[config.mk]
export PLATFORM = sky130hd
export DESIGN_NAME = id_stage_pipe_flat
export DESIGN_NICKNAME = d
export VERILOG_FILES = /design/src/rtl/id_stage_pipe_if.sv /design/src/rtl/id_stage_pipe.sv /design/src/flat_wrapper.sv
export SDC_FILE = /design/constraint.sdc
export NUM_CORES = 1
export LEC_CHECK = 0
export ABC_AREA = 1
export ABC_CLOCK_PERIOD_IN_PS = 1700
export BUFFER_PORTS_ARGS = -buffer_cell sky130_fd_sc_hd__buf_2
export CAP_MARGIN = 15
export CORE_UTILIZATION = 50
export DETAILED_ROUTE_END_ITERATION = 10
export PLACE_DENSITY_LB_ADDON = 0.12
export SLEW_MARGIN = 30
export SYNTH_ARGS = -nofsm -noshare
export SYNTH_HDL_FRONTEND = slang
export SYNTH_SLANG_ARGS = --single-unit
[constraint.sdc]
create_clock -name clk -period 1.7 [get_ports clk]
set_input_delay 0.17 -clock clk [delete_from_list [all_inputs] [get_ports clk]]
set_output_delay 0.17 -clock clk [all_outputs]
set_load 0.02 [all_outputs]
[src/rtl/id_stage_pipe_if.sv]
// =============================================================================
// id_stage_pipe_if : IF/ID input handshake and registered ID/EX bundle. Rev 1.0
// =============================================================================
`default_nettype none

interface id_stage_pipe_if #(
  parameter int XLEN     = 32,
  parameter int ALUOP_W  = 8,
  parameter int ALUSEL_W = 3
);
  logic                in_valid;
  logic                in_ready;
  logic [XLEN-1:0]     pc_i;
  logic [31:0]         inst_i;
  logic                flush_i;
  logic                out_valid;
  logic                out_ready;
  logic [ALUOP_W-1:0]  aluop_o;
  logic [ALUSEL_W-1:0] alusel_o;
  logic [XLEN-1:0]     op1_o;
  logic [XLEN-1:0]     op2_o;
  logic [XLEN-1:0]     pc_o;
  logic                w_enable_o;
  logic [4:0]          w_addr_o;
  logic                illegal_o;

  modport master (
    output in_valid, pc_i, inst_i, flush_i, out_ready,
    input  in_ready, out_valid, aluop_o, alusel_o, op1_o, op2_o, pc_o,
           w_enable_o, w_addr_o, illegal_o
  );

  modport slave (
    input  in_valid, pc_i, inst_i, flush_i, out_ready,
    output in_ready, out_valid, aluop_o, alusel_o, op1_o, op2_o, pc_o,
           w_enable_o, w_addr_o, illegal_o
  );
endinterface

`default_nettype wire

[src/rtl/id_stage_pipe.sv]
// =============================================================================
// id_stage_pipe : RV32 decode with priority forwarding and load-use stall. Rev 1.0
// =============================================================================
`default_nettype none

module id_stage_pipe #(
  parameter int XLEN    = 32,
  parameter int NUM_FWD = 2
) (
  input  wire logic                    clk,
  input  wire logic                    rst,
  id_stage_pipe_if.slave               bus,
  output logic                         r1_enable_o,
  output logic                         r2_enable_o,
  output logic [4:0]                   r1_addr_o,
  output logic [4:0]                   r2_addr_o,
  input  wire logic [XLEN-1:0]         r1_data_i,
  input  wire logic [XLEN-1:0]         r2_data_i,
  input  wire logic [NUM_FWD-1:0]      fwd_enable_i,
  input  wire logic [5*NUM_FWD-1:0]    fwd_addr_i,
  input  wire logic [XLEN*NUM_FWD-1:0] fwd_data_i,
  input  wire logic                    ex_load_i
);
  localparam logic [7:0] EX_NOP_OP  = 8'h00;
  localparam logic [7:0] EX_ADD_OP  = 8'h01;
  localparam logic [7:0] EX_SUB_OP  = 8'h02;
  localparam logic [7:0] EX_SLT_OP  = 8'h03;
  localparam logic [7:0] EX_SLTU_OP = 8'h04;
  localparam logic [7:0] EX_XOR_OP  = 8'h05;
  localparam logic [7:0] EX_OR_OP   = 8'h06;
  localparam logic [7:0] EX_AND_OP  = 8'h07;
  localparam logic [7:0] EX_SLL_OP  = 8'h08;
  localparam logic [7:0] EX_SRL_OP  = 8'h09;
  localparam logic [7:0] EX_SRA_OP  = 8'h0A;

  localparam logic [2:0] EX_RES_NOP   = 3'd0;
  localparam logic [2:0] EX_RES_LOGIC = 3'd1;
  localparam logic [2:0] EX_RES_SHIFT = 3'd2;
  localparam logic [2:0] EX_RES_ARITH = 3'd3;

  localparam logic [6:0] OPC_LUI   = 7'b0110111;
  localparam logic [6:0] OPC_AUIPC = 7'b0010111;
  localparam logic [6:0] OPC_OPIMM = 7'b0010011;
  localparam logic [6:0] OPC_OP    = 7'b0110011;
  localparam logic [6:0] OPC_LOAD  = 7'b0000011;

  logic [6:0]      w_opcode, w_funct7;
  logic [2:0]      w_funct3;
  logic [4:0]      w_rd, w_rs1, w_rs2, w_fwd0_addr;
  logic [XLEN-1:0] w_imm_i, w_imm_sh, w_imm_u, w_imm, w_op1, w_op2;
  logic            w_r1_en, w_r2_en, w_we, w_illegal, w_use_pc;
  logic [7:0]      w_aluop;
  logic [2:0]      w_alusel;
  logic            w_stall, w_load, w_take;

  logic            r_out_valid, r_we, r_illegal;
  logic [7:0]      r_aluop;
  logic [2:0]      r_alusel;
  logic [XLEN-1:0] r_op1, r_op2, r_pc;
  logic [4:0]      r_waddr;

  assign w_opcode = bus.inst_i[6:0];
  assign w_rd     = bus.inst_i[11:7];
  assign w_funct3 = bus.inst_i[14:12];
  assign w_rs1    = bus.inst_i[19:15];
  assign w_rs2    = bus.inst_i[24:20];
  assign w_funct7 = bus.inst_i[31:25];
  assign w_imm_i  = XLEN'(signed'(bus.inst_i[31:20]));
  assign w_imm_sh = XLEN'(bus.inst_i[24:20]);
  assign w_imm_u  = XLEN'(signed'({bus.inst_i[31:12], 12'b0}));

  always_comb begin
    w_r1_en   = 1'b0;
    w_r2_en   = 1'b0;
    w_we      = 1'b0;
    w_illegal = 1'b0;
    w_use_pc  = 1'b0;
    w_imm     = '0;
    w_aluop   = EX_NOP_OP;
    w_alusel  = EX_RES_NOP;
    case (w_opcode)
      OPC_LUI, OPC_AUIPC: begin
        w_we     = 1'b1;
        w_use_pc = (w_opcode == OPC_AUIPC);
        w_imm    = w_imm_u;
        w_aluop  = EX_ADD_OP;
        w_alusel = EX_RES_ARITH;
      end
      OPC_LOAD: w_we = 1'b1;
      OPC_OPIMM: begin
        w_r1_en = 1'b1;
        w_we    = 1'b1;
        w_imm   = w_imm_i;
        case (w_funct3)
          3'b000: begin w_aluop = EX_ADD_OP;  w_alusel = EX_RES_ARITH; end
          3'b010: begin w_aluop = EX_SLT_OP;  w_alusel = EX_RES_ARITH; end
          3'b011: begin w_aluop = EX_SLTU_OP; w_alusel = EX_RES_ARITH; end
          3'b100: begin w_aluop = EX_XOR_OP;  w_alusel = EX_RES_LOGIC; end
          3'b110: begin w_aluop = EX_OR_OP;   w_alusel = EX_RES_LOGIC; end
          3'b111: begin w_aluop = EX_AND_OP;  w_alusel = EX_RES_LOGIC; end
          3'b001: begin
            w_imm = w_imm_sh;
            if (w_funct7 == 7'h00) begin w_aluop = EX_SLL_OP; w_alusel = EX_RES_SHIFT; end
            else w_illegal = 1'b1;
          end
          default: begin
            w_imm = w_imm_sh;
            if (w_funct7 == 7'h00)      begin w_aluop = EX_SRL_OP; w_alusel = EX_RES_SHIFT; end
            else if (w_funct7 == 7'h20) begin w_aluop = EX_SRA_OP; w_alusel = EX_RES_SHIFT; end
            else w_illegal = 1'b1;
          end
        endcase
      end
      OPC_OP: begin
        w_r1_en = 1'b1;
        w_r2_en = 1'b1;
        w_we    = 1'b1;
        case ({w_funct7, w_funct3})
          {7'h00, 3'b000}: begin w_aluop = EX_ADD_OP;  w_alusel = EX_RES_ARITH; end
          {7'h20, 3'b000}: begin w_aluop = EX_SUB_OP;  w_alusel = EX_RES_ARITH; end
          {7'h00, 3'b010}: begin w_aluop = EX_SLT_OP;  w_alusel = EX_RES_ARITH; end
          {7'h00, 3'b011}: begin w_aluop = EX_SLTU_OP; w_alusel = EX_RES_ARITH; end
          {7'h00, 3'b100}: begin w_aluop = EX_XOR_OP;  w_alusel = EX_RES_LOGIC; end
          {7'h00, 3'b110}: begin w_aluop = EX_OR_OP;   w_alusel = EX_RES_LOGIC; end
          {7'h00, 3'b111}: begin w_aluop = EX_AND_OP;  w_alusel = EX_RES_LOGIC; end
          {7'h00, 3'b001}: begin w_aluop = EX_SLL_OP;  w_alusel = EX_RES_SHIFT; end
          {7'h00, 3'b101}: begin w_aluop = EX_SRL_OP;  w_alusel = EX_RES_SHIFT; end
          {7'h20, 3'b101}: begin w_aluop = EX_SRA_OP;  w_alusel = EX_RES_SHIFT; end
          default:         w_illegal = 1'b1;
        endcase
      end
      default: w_illegal = 1'b1;
    endcase
    // An undecodable word must not read, write, or carry a stray immediate.
    if (w_illegal) begin
      w_r1_en  = 1'b0;
      w_r2_en  = 1'b0;
      w_we     = 1'b0;
      w_imm    = '0;
      w_aluop  = EX_NOP_OP;
      w_alusel = EX_RES_NOP;
    end
  end

  // Descending scan so the youngest matching source (lowest index) wins.
  always_comb begin
    w_op1 = '0;
    w_op2 = w_imm;
    if (w_use_pc) begin
      w_op1 = bus.pc_i;
    end else if (w_r1_en && w_rs1 != 5'd0) begin
      w_op1 = r1_data_i;
      for (int k = NUM_FWD - 1; k >= 0; k--)
        if (fwd_enable_i[k] && fwd_addr_i[5*k +: 5] == w_rs1)
          w_op1 = fwd_data_i[XLEN*k +: XLEN];
    end
    if (w_r2_en) begin
      w_op2 = '0;
      if (w_rs2 != 5'd0) begin
        w_op2 = r2_data_i;
        for (int k = NUM_FWD - 1; k >= 0; k--)
          if (fwd_enable_i[k] && fwd_addr_i[5*k +: 5] == w_rs2)
            w_op2 = fwd_data_i[XLEN*k +: XLEN];
      end
    end
  end

  assign w_fwd0_addr = fwd_addr_i[4:0];
  assign w_stall     = ex_load_i && fwd_enable_i[0] && (w_fwd0_addr != 5'd0) &&
                       ((w_r1_en && w_fwd0_addr == w_rs1) || (w_r2_en && w_fwd0_addr == w_rs2));
  assign w_load      = bus.out_ready || !r_out_valid;
  assign w_take      = bus.in_valid && !w_stall && !bus.flush_i;

  assign bus.in_ready = rst && ((!w_stall && w_load) || bus.flush_i);
  assign r1_enable_o  = rst && w_r1_en;
  assign r2_enable_o  = rst && w_r2_en;
  assign r1_addr_o    = rst ? w_rs1 : 5'd0;
  assign r2_addr_o    = rst ? w_rs2 : 5'd0;

  always_ff @(posedge clk or negedge rst) begin
    if (!rst) begin
      r_out_valid <= 1'b0;
      r_aluop     <= EX_NOP_OP;
      r_alusel    <= EX_RES_NOP;
      r_op1       <= '0;
      r_op2       <= '0;
      r_pc        <= '0;
      r_we        <= 1'b0;
      r_waddr     <= 5'd0;
      r_illegal   <= 1'b0;
    end else if (bus.flush_i || w_load) begin
      r_out_valid <= w_take;
      if (w_take) begin
        r_aluop   <= w_aluop;
        r_alusel  <= w_alusel;
        r_op1     <= w_op1;
        r_op2     <= w_op2;
        r_pc      <= bus.pc_i;
        r_we      <= w_we;
        r_waddr   <= w_rd;
        r_illegal <= w_illegal;
      end else begin
        r_aluop   <= EX_NOP_OP;
        r_alusel  <= EX_RES_NOP;
        r_op1     <= '0;
        r_op2     <= '0;
        r_pc      <= '0;
        r_we      <= 1'b0;
        r_waddr   <= 5'd0;
        r_illegal <= 1'b0;
      end
    end
  end

  assign bus.out_valid  = r_out_valid;
  assign bus.aluop_o    = r_aluop;
  assign bus.alusel_o   = r_alusel;
  assign bus.op1_o      = r_op1;
  assign bus.op2_o      = r_op2;
  assign bus.pc_o       = r_pc;
  assign bus.w_enable_o = r_we;
  assign bus.w_addr_o   = r_waddr;
  assign bus.illegal_o  = r_illegal;
endmodule

`default_nettype wire

[src/flat_wrapper.sv]
// flat-port wrapper written by rule: the top's interface ports become plain ports
module id_stage_pipe_flat 
#(
  parameter int XLEN    = 32,
  parameter int NUM_FWD = 2
)
  (clk, rst, r1_enable_o, r2_enable_o, r1_addr_o, r2_addr_o, r1_data_i, r2_data_i, fwd_enable_i, fwd_addr_i, fwd_data_i, ex_load_i, bus_in_valid, bus_pc_i, bus_inst_i, bus_flush_i, bus_out_ready, bus_in_ready, bus_out_valid, bus_aluop_o, bus_alusel_o, bus_op1_o, bus_op2_o, bus_pc_o, bus_w_enable_o, bus_w_addr_o, bus_illegal_o);
  id_stage_pipe_if #(.XLEN(XLEN)) bus_i ();
  input  wire logic clk;
  input  wire logic rst;
  output logic r1_enable_o;
  output logic r2_enable_o;
  output logic [4:0] r1_addr_o;
  output logic [4:0] r2_addr_o;
  input  wire logic [XLEN-1:0] r1_data_i;
  input  wire logic [XLEN-1:0] r2_data_i;
  input  wire logic [NUM_FWD-1:0] fwd_enable_i;
  input  wire logic [5*NUM_FWD-1:0] fwd_addr_i;
  input  wire logic [XLEN*NUM_FWD-1:0] fwd_data_i;
  input  wire logic ex_load_i;
  input wire logic [$bits(bus_i.in_valid)-1:0] bus_in_valid;
  input wire logic [$bits(bus_i.pc_i)-1:0] bus_pc_i;
  input wire logic [$bits(bus_i.inst_i)-1:0] bus_inst_i;
  input wire logic [$bits(bus_i.flush_i)-1:0] bus_flush_i;
  input wire logic [$bits(bus_i.out_ready)-1:0] bus_out_ready;
  output wire logic [$bits(bus_i.in_ready)-1:0] bus_in_ready;
  output wire logic [$bits(bus_i.out_valid)-1:0] bus_out_valid;
  output wire logic [$bits(bus_i.aluop_o)-1:0] bus_aluop_o;
  output wire logic [$bits(bus_i.alusel_o)-1:0] bus_alusel_o;
  output wire logic [$bits(bus_i.op1_o)-1:0] bus_op1_o;
  output wire logic [$bits(bus_i.op2_o)-1:0] bus_op2_o;
  output wire logic [$bits(bus_i.pc_o)-1:0] bus_pc_o;
  output wire logic [$bits(bus_i.w_enable_o)-1:0] bus_w_enable_o;
  output wire logic [$bits(bus_i.w_addr_o)-1:0] bus_w_addr_o;
  output wire logic [$bits(bus_i.illegal_o)-1:0] bus_illegal_o;
  assign bus_i.in_valid = bus_in_valid;
  assign bus_i.pc_i = bus_pc_i;
  assign bus_i.inst_i = bus_inst_i;
  assign bus_i.flush_i = bus_flush_i;
  assign bus_i.out_ready = bus_out_ready;
  assign bus_in_ready = bus_i.in_ready;
  assign bus_out_valid = bus_i.out_valid;
  assign bus_aluop_o = bus_i.aluop_o;
  assign bus_alusel_o = bus_i.alusel_o;
  assign bus_op1_o = bus_i.op1_o;
  assign bus_op2_o = bus_i.op2_o;
  assign bus_pc_o = bus_i.pc_o;
  assign bus_w_enable_o = bus_i.w_enable_o;
  assign bus_w_addr_o = bus_i.w_addr_o;
  assign bus_illegal_o = bus_i.illegal_o;
  id_stage_pipe #(.XLEN(XLEN), .NUM_FWD(NUM_FWD)) u_core (.clk(clk), .rst(rst), .bus(bus_i), .r1_enable_o(r1_enable_o), .r2_enable_o(r2_enable_o), .r1_addr_o(r1_addr_o), .r2_addr_o(r2_addr_o), .r1_data_i(r1_data_i), .r2_data_i(r2_data_i), .fwd_enable_i(fwd_enable_i), .fwd_addr_i(fwd_addr_i), .fwd_data_i(fwd_data_i), .ex_load_i(ex_load_i));
endmodule
# Yosys cells after proc, flatten, opt, wreduce, memory -nomap -nowiden
# Index checks and enable logic that the tools add are counted.
[op_classes]
reduce_logical = 40
muxes = 48
n_eq_ne = 25
[op_table]
columns = ["cell", "n"]
rows = [
  ["two-way mux 32 bit", 13],
  ["case mux 32 bit (2 select lines)", 1],
  ["case mux 8 bit (7 select lines)", 1],
  ["== test 10 x 3 -> 1 bit (second input constant)", 4],
  ["case mux 4 bit (10 select lines)", 1],
  ["two-way mux 8 bit", 3],
  ["case mux 8 bit (3 select lines)", 1],
  ["== test 7 x 6 -> 1 bit (second input constant)", 3],
  ["== test 10 x 2 -> 1 bit (second input constant)", 2],
  ["== test 10 x 9 -> 1 bit (second input constant)", 2],
  ["== test 5 bit", 4],
  ["case mux 3 bit (3 select lines)", 2],
  ["logical AND 1 bit", 16],
  ["two-way mux 5 bit", 3],
  ["nonzero test 5 bit", 3],
  ["OR reduction 3 bit", 5],
  ["== test 7 x 5 -> 1 bit (second input constant)", 2],
  ["two-way mux 1 bit", 13],
  ["== test 10 x 1 -> 1 bit (second input constant)", 1],
  ["zero test 10 bit", 1],
  ["OR reduction 10 bit", 1],
  ["== test 3 bit (second input constant)", 3],
  ["two-way mux 3 bit", 3],
  ["two-way mux 4 bit", 2],
  ["15 further kinds", 23],
]
[totals]
regBits = 115
in_bits = 210

# Longest topological paths before layout
[logic_depth]
ltp_word = 13
mapped_depth = 16

# Worst setup path after synthesis
# No wires, ideal clock.
[synth_path]
kind = "input to output"
startpoint = "input bus_inst_i[3]"
endpoint = "output r2_enable_o"
cell_stages = 9
arrival_ns = 1.657
path_buffers = 2
t_required_ns = 1.530
setup_slack_ns = -0.127
path_cell_list = "inv_1 -> nand2_1 -> nor2_2 -> inv_2 -> nor2_1 -> clkbuf_1 -> clkbuf_1 -> nand2_1 -> nor3_1"
[synth_between]
elab_chain_cells = 5
word_cells_on_any_way = 10
classes_between = "eq/ne: 5; mux: 3; reduce/logical: 2"
[synth_lines]
columns = ["item", "line", "text"]
rows = [
  ["start, declared", "flat_wrapper.sv:23", "input wire logic [$bits(bus_i.inst_i)-1:0] bus_inst_i;"],
  ["== test 7 x 2 -> 1 bit, or another cell as far along", "id_stage_pipe.sv:81", "case (w_opcode)"],
  ["OR reduction 3 bit (no source line)", "-", ""],
  ["case mux 1 bit (3 select lines)", "id_stage_pipe.sv:81", ""],
  ["two-way mux 1 bit (*)", "id_stage_pipe.sv:135", "if (w_illegal) begin"],
  ["logical AND 1 bit (*)", "id_stage_pipe.sv:176", "assign r2_enable_o = rst && w_r2_en;"],
  ["end, declared", "flat_wrapper.sv:12", "output logic r2_enable_o;"],
]
# Every way passes the cells marked *; elsewhere a longest branch is shown, timed or not.

# Final worst setup path
[layout_path]
startpoint = "input bus_inst_i[2]"
endpoint = "output bus_in_ready"
[layout_between]
elab_chain_cells = 11
word_cells_on_any_way = 20
classes_between = "eq/ne: 5; mux: 5; reduce/logical: 10"
[layout_lines]
columns = ["item", "line", "text"]
rows = [
  ["== test 7 x 2 -> 1 bit, or another cell as far along", "id_stage_pipe.sv:81", ""],
  ["OR reduction 3 bit (no source line) / OR reduction 2 bit (equally long branches)", "-", ""],
  ["case mux 1 bit (3 select lines) / two-way mux 1 bit (equally long branches)", "id_stage_pipe.sv:81", ""],
  ["two-way mux 1 bit", "id_stage_pipe.sv:135", ""],
  ["logical AND 1 bit", "id_stage_pipe.sv:170", "((w_r1_en && w_fwd0_addr == w_rs1) || (w_r2_en && w_fwd0_addr == w_rs2));"],
  ["logical OR 1 bit (*)", "id_stage_pipe.sv:170", ""],
  ["logical AND 1 bit (*)", "id_stage_pipe.sv:169", "assign w_stall = ex_load_i && fwd_enable_i[0] && (w_fwd0_addr != 5'd0) &&"],
  ["zero test 1 bit (*)", "id_stage_pipe.sv:174", "assign bus.in_ready = rst && ((!w_stall && w_load) || bus.flush_i);"],
  ["logical AND 1 bit (*)", "id_stage_pipe.sv:174", ""],
  ["logical OR 1 bit (*)", "id_stage_pipe.sv:174", ""],
  ["logical AND 1 bit (*)", "id_stage_pipe.sv:174", ""],
  ["end, declared", "flat_wrapper.sv:26", "output wire logic [$bits(bus_i.in_ready)-1:0] bus_in_ready;"],
]
# Marked as above.

==> out/summary.md <==
- **vias after detailed routing** 11350
- **number of fill cells in the layout** 1505
- **worst reg2reg endpoint** u_core.bus.op1_o[27]
- **transition time at the pin with the least slew margin** 0.5526 ns
- **post-route clock period utilization** 1.029
- **cell family with the largest share of critical-path delay** simple AND/OR/NAND/NOR gates
- **die width** 133.9 um
- **r2r startpoint** u_core.bus.out_valid
- **CTS tree** yes
- **TritonCTS buffer count** 9
- **pin count of the biggest net entering global routing** 110
- **FMAX** 571.4 MHz
- **Worst Path Class, Setup** input port to primary output
- **Buffers & Inverters on Critical Path** 7
- **Final Power** 6.502 mW
- **final critical delay including setup and external delays** 1.750 ns
- **Clock transition at path regs** 0.09 ns
- **nets@finish** 2008
- **HPWL after DPL** 28090 um
- **maximum fanout encountered on the critical timing path** 5
- **port buffer count** 332
- **power density cells** 547.2 mW/mm2
- **worst setup path endpoint** bus_in_ready
- **Final GP Congestion** 1.004
- **Die Footprint** 0.01793 mm2
- **Final Hold Vio Count** 0
- **core occupancy in the finished layout** 0.7090
- **Max-slew headroom** 0.6316
- **failing checks** negative setup slack
- **worst-path cell with the longest stage delay** sky130_fd_sc_hd__nor2_4
- **maximum root-to-sink buffer count** 2
- **classification of the worst-slack hold path** input port to flop
- **number of nets with antenna violations after routing** 0
- **Crit. End Element** primary output
- **Seq cells post-synth** 110
- **TritonRoute pass-1 iters** 5
- **worst-case register-to-register setup slack** 0.18 ns
- **per-instance average area after synthesis** 6.091 um2
- **number of DRC violations after detailed-routing iteration 0** 1207
- **instance count after placement with tap cells included** 1994
- **core footprint** 0.01676 mm2
- **Final WS setup** -0.05014 ns
- **total count of max-transition violations in the final report** 0
- **antenna violations before repair** 5
- **post-detailed-route DRC marker count** 0
- **total overflow reported by the global router** 0
- **worst-case clock skew** 0.01068 ns
- **non-filler instance count after layout** 2028
- **wire length per cell after detailed routing** 18.07 um
- **cell area after technology mapping** 0.008698 mm2
- **sink count of the clock tree** 110
- **CP arrival** 1.58 ns
- **synthesized instance count** 1428
- **Max VDD drop** 601.3 uV
- **Cell Chain, Critical Path** buf_2 -> inv_1 -> nand2_2 -> nor2_4 -> inv_2 -> nor2_4 -> nand2_4 -> clkinvlp_4 -> o21ai_2 -> inv_2 -> nand2_1 -> nand2_2 -> nand3_2 -> nand2_1 -> inv_1 -> buf_6
- **vias in the first global route** 10273
- **via-per-instance ratio** 5.597
- **pre-CTS WS** -0.2963 ns
- **first element of the critical path** bus_inst_i[2]
- **leak pwr** 7.409 nW
- **fraction of layout cells with a size suffix above 1** 0.3089
- **max capacitance violation total** 0
- **status** finished with violations
- **part of the Yosys area used for sequential elements** 0.3165
- **critical path startpoint category** input port
- **Overall Global Routing Usage** 0.4056
- **number of ports placed on the die boundary** 338
- **wire length of the first global-routing pass** 55520 um
- **count of yosys warnings during synthesis** 0
- **Total Routed Length** 36650 um
- **row cnt** 47
- **Initial Util** 0.5190
- **source-to-sink clock delay at the later pin of the worst-skew pair** 0.37 ns
- **final setup vio count** 2
- **Worst R2R Path Depth** 7
- **count of cell types in the netlist** 33
- **delay contributed by the slowest stage of the critical path** 0.15 ns
- **die boundary height** 133.9 um
- **H-Tree Depth** 3
- **Crit path required time** 1.53 ns
- **unrepaired setup endpoints after global routing** true
- **Root Driver** sky130_fd_sc_hd__clkbuf_16
- **Levels on crit path** 16
- **Area Overhead vs Synth** 36.61%
==> per-layer routing <==
layer,GRT usage,vias up,share of wire
met3,0.07370,135,0.11
met2,0.6474,745,0.46
li1,-,5337,-
met5,0,-,0.00022
met4,0.2203,2,0.053
met1,0.5209,5131,0.38
==> flip-flops by register name, indices dropped and copies added (netlist names) <==
signal / count
u_core.bus.pc_o: 32
u_core.bus.out_valid: 1
u_core.bus.op1_o: 32
u_core.bus.aluop_o: 4
u_core.bus.op2_o: 32
u_core.bus.w_addr_o: 5
u_core.bus.w_enable_o: 1
u_core.bus.alusel_o: 2
u_core.bus.illegal_o: 1
==> report_power, final <==
group          internal [mW]  switching, mW
logic                  0.606           1.01
registers               2.66         0.0238
clock network           1.04           1.16
total                   4.31           2.19
==> tightest hold or removal path, stage by stage <==
cell and delay [ns]:
sky130_fd_sc_hd__buf_2 0.08, sky130_fd_sc_hd__nand3_1 0.06, sky130_fd_sc_hd__nand2_1 0.05
==> cell usage after synthesis <==
cell type                    n  share of area
sky130_fd_sc_hd__nand2_1   552           0.24
sky130_fd_sc_hd__nand3_1   207           0.12
sky130_fd_sc_hd__inv_1     155          0.067
sky130_fd_sc_hd__nand4_1   124          0.089
sky130_fd_sc_hd__dfrtp_1   110           0.32
sky130_fd_sc_hd__nor2_1     62          0.027
sky130_fd_sc_hd__clkbuf_1   60          0.026
sky130_fd_sc_hd__o21ai_0    24          0.014
sky130_fd_sc_hd__buf_2      22          0.013
sky130_fd_sc_hd__o211ai_1   15          0.013
sky130_fd_sc_hd__inv_2      13         0.0056
sky130_fd_sc_hd__a21oi_1    12         0.0069
sky130_fd_sc_hd__buf_6      12          0.016
sky130_fd_sc_hd__buf_4      10         0.0086
sky130_fd_sc_hd__nand3b_1    8         0.0069
sky130_fd_sc_hd__o211ai_2    7          0.010
sky130_fd_sc_hd__buf_1       5         0.0022
sky130_fd_sc_hd__nor2_2      5         0.0036
sky130_fd_sc_hd__nor3_1      5         0.0029
sky130_fd_sc_hd__clkinv_1    3         0.0013
sky130_fd_sc_hd__xnor2_1     3         0.0030
sky130_fd_sc_hd__nor4_1      2         0.0014
sky130_fd_sc_hd__xor2_1      2         0.0020
sky130_fd_sc_hd__a21o_1      1        0.00086
sky130_fd_sc_hd__and2_0      1        0.00072
sky130_fd_sc_hd__and2_1      1        0.00072
sky130_fd_sc_hd__conb_1      1        0.00043
sky130_fd_sc_hd__nand2_2     1        0.00072
sky130_fd_sc_hd__nor2_4      1         0.0013
sky130_fd_sc_hd__o21ai_1     1        0.00057
sky130_fd_sc_hd__o21ai_2     1         0.0010
sky130_fd_sc_hd__o221ai_1    1         0.0010
sky130_fd_sc_hd__or3_1       1        0.00072
==> what timing repair did <==
item                                    CTS  global route
endpoints found under the setup margin    3           109
setup buffers                             8             4
hold buffers                              1             0
hold endpoints to repair                 10             0
pin swaps                                21            19
gates resized for setup                  48            19
==> worst min path at each step <==
| stage | slack [ns] | from | to | cells after the start |
|---|---|---|---|---|
| 4_1_cts | 0.02 | bus_inst_i[7] | u_core.bus.w_addr_o[0] | 3 |
| 5_1_grt | 0.03 | bus_pc_i[13] | u_core.bus.pc_o[13] | 3 |
| 6_report | 0.02 | bus_inst_i[7] | u_core.bus.w_addr_o[0] | 3 |
| 3_5_place_dp | 0.10 | rst | u_core.bus.pc_o[16] | 1 |
| 2_1_floorplan | -0.13 | rst | u_core.bus.aluop_o[0] | 0 |
| 3_3_place_gp | 0.1 | rst | u_core.bus.pc_o[16] | 1 |
==> cells in the final DEF (no fill, tap or decap), types with 2 or more instances in the layout <==
| cell | netlist | routed |
|---|---|---|
| sky130_fd_sc_hd__a21oi_1 | 12 | 10 |
| sky130_fd_sc_hd__a21oi_2 | 0 | 2 |
| sky130_fd_sc_hd__buf_12 | 0 | 18 |
| sky130_fd_sc_hd__buf_2 | 22 | 324 |
| sky130_fd_sc_hd__buf_4 | 10 | 114 |
| sky130_fd_sc_hd__buf_6 | 12 | 4 |
| sky130_fd_sc_hd__buf_8 | 0 | 3 |
| sky130_fd_sc_hd__clkbuf_16 | 0 | 9 |
| sky130_fd_sc_hd__clkinv_1 | 3 | 2 |
| sky130_fd_sc_hd__clkinv_2 | 0 | 2 |
| sky130_fd_sc_hd__clkinv_8 | 0 | 2 |
| sky130_fd_sc_hd__conb_1 | 1 | 5 |
| sky130_fd_sc_hd__dfrtp_1 | 110 | 110 |
| sky130_fd_sc_hd__diode_2 | 0 | 5 |
| sky130_fd_sc_hd__inv_1 | 155 | 149 |
| sky130_fd_sc_hd__inv_2 | 13 | 17 |
| sky130_fd_sc_hd__inv_6 | 0 | 2 |
| sky130_fd_sc_hd__nand2_1 | 552 | 539 |
| sky130_fd_sc_hd__nand2_2 | 1 | 9 |
| sky130_fd_sc_hd__nand2_4 | 0 | 5 |
| sky130_fd_sc_hd__nand3_1 | 207 | 200 |
| sky130_fd_sc_hd__nand3_2 | 0 | 7 |
| sky130_fd_sc_hd__nand3b_1 | 8 | 8 |
| sky130_fd_sc_hd__nand4_1 | 124 | 124 |
| sky130_fd_sc_hd__nor2_1 | 62 | 44 |
| sky130_fd_sc_hd__nor2_2 | 5 | 15 |
| sky130_fd_sc_hd__nor2_4 | 1 | 9 |
| sky130_fd_sc_hd__nor3_1 | 5 | 2 |
| sky130_fd_sc_hd__nor3_2 | 0 | 3 |
| sky130_fd_sc_hd__nor4_1 | 2 | 2 |
| sky130_fd_sc_hd__o211ai_1 | 15 | 15 |
| sky130_fd_sc_hd__o211ai_2 | 7 | 7 |
| sky130_fd_sc_hd__o21ai_0 | 24 | 24 |
| sky130_fd_sc_hd__xnor2_1 | 3 | 3 |
| sky130_fd_sc_hd__xor2_1 | 2 | 2 |
==> cells by family (layout without fill, tap and decap cells) <==
| family | count (synthesis) | count (layout) | synth area share |
|---|---|---|---|
| buf+inv | 280 | 651 | 0.1387 |
| simple gates | 970 | 970 | 0.4922 |
| xor+xnor | 5 | 5 | 0.005035 |
| flops | 110 | 110 | 0.3165 |
| other cells | 1 | 10 | 0.0004311 |
| compound gates | 62 | 62 | 0.04718 |
==> stage by stage <==
step | hold WS [ns] | cell area (um2) | TNS, ns
floorplan | -0.1256 | 8718 | 0
global placement | 0.09962 | 11250 | -17.96
detailed placement | 0.1039 | 11250 | -20.83
CTS | 0.01769 | 11780 | -0.05664
global route | 0.03162 | 11880 | -0.4403
finish | 0.01925 | 11880 | -0.08761
==> area by class of cell <==
type | instances | area (um2) | share of cell area
multi-input combinational | 1042 | 4955 | 0.4170
timing repair buffer | 464 | 2938 | 0.2472
sequential | 110 | 2753 | 0.2317
inverter | 171 | 649.4 | 0.05465
tap | 220 | 275.3 | 0.02317
clock buffer | 9 | 225.2 | 0.01895
clock inverter | 7 | 75.07 | 0.006318
antenna | 5 | 12.51 | 0.001053
Note: power is estimated with default switching activity, not from simulation.
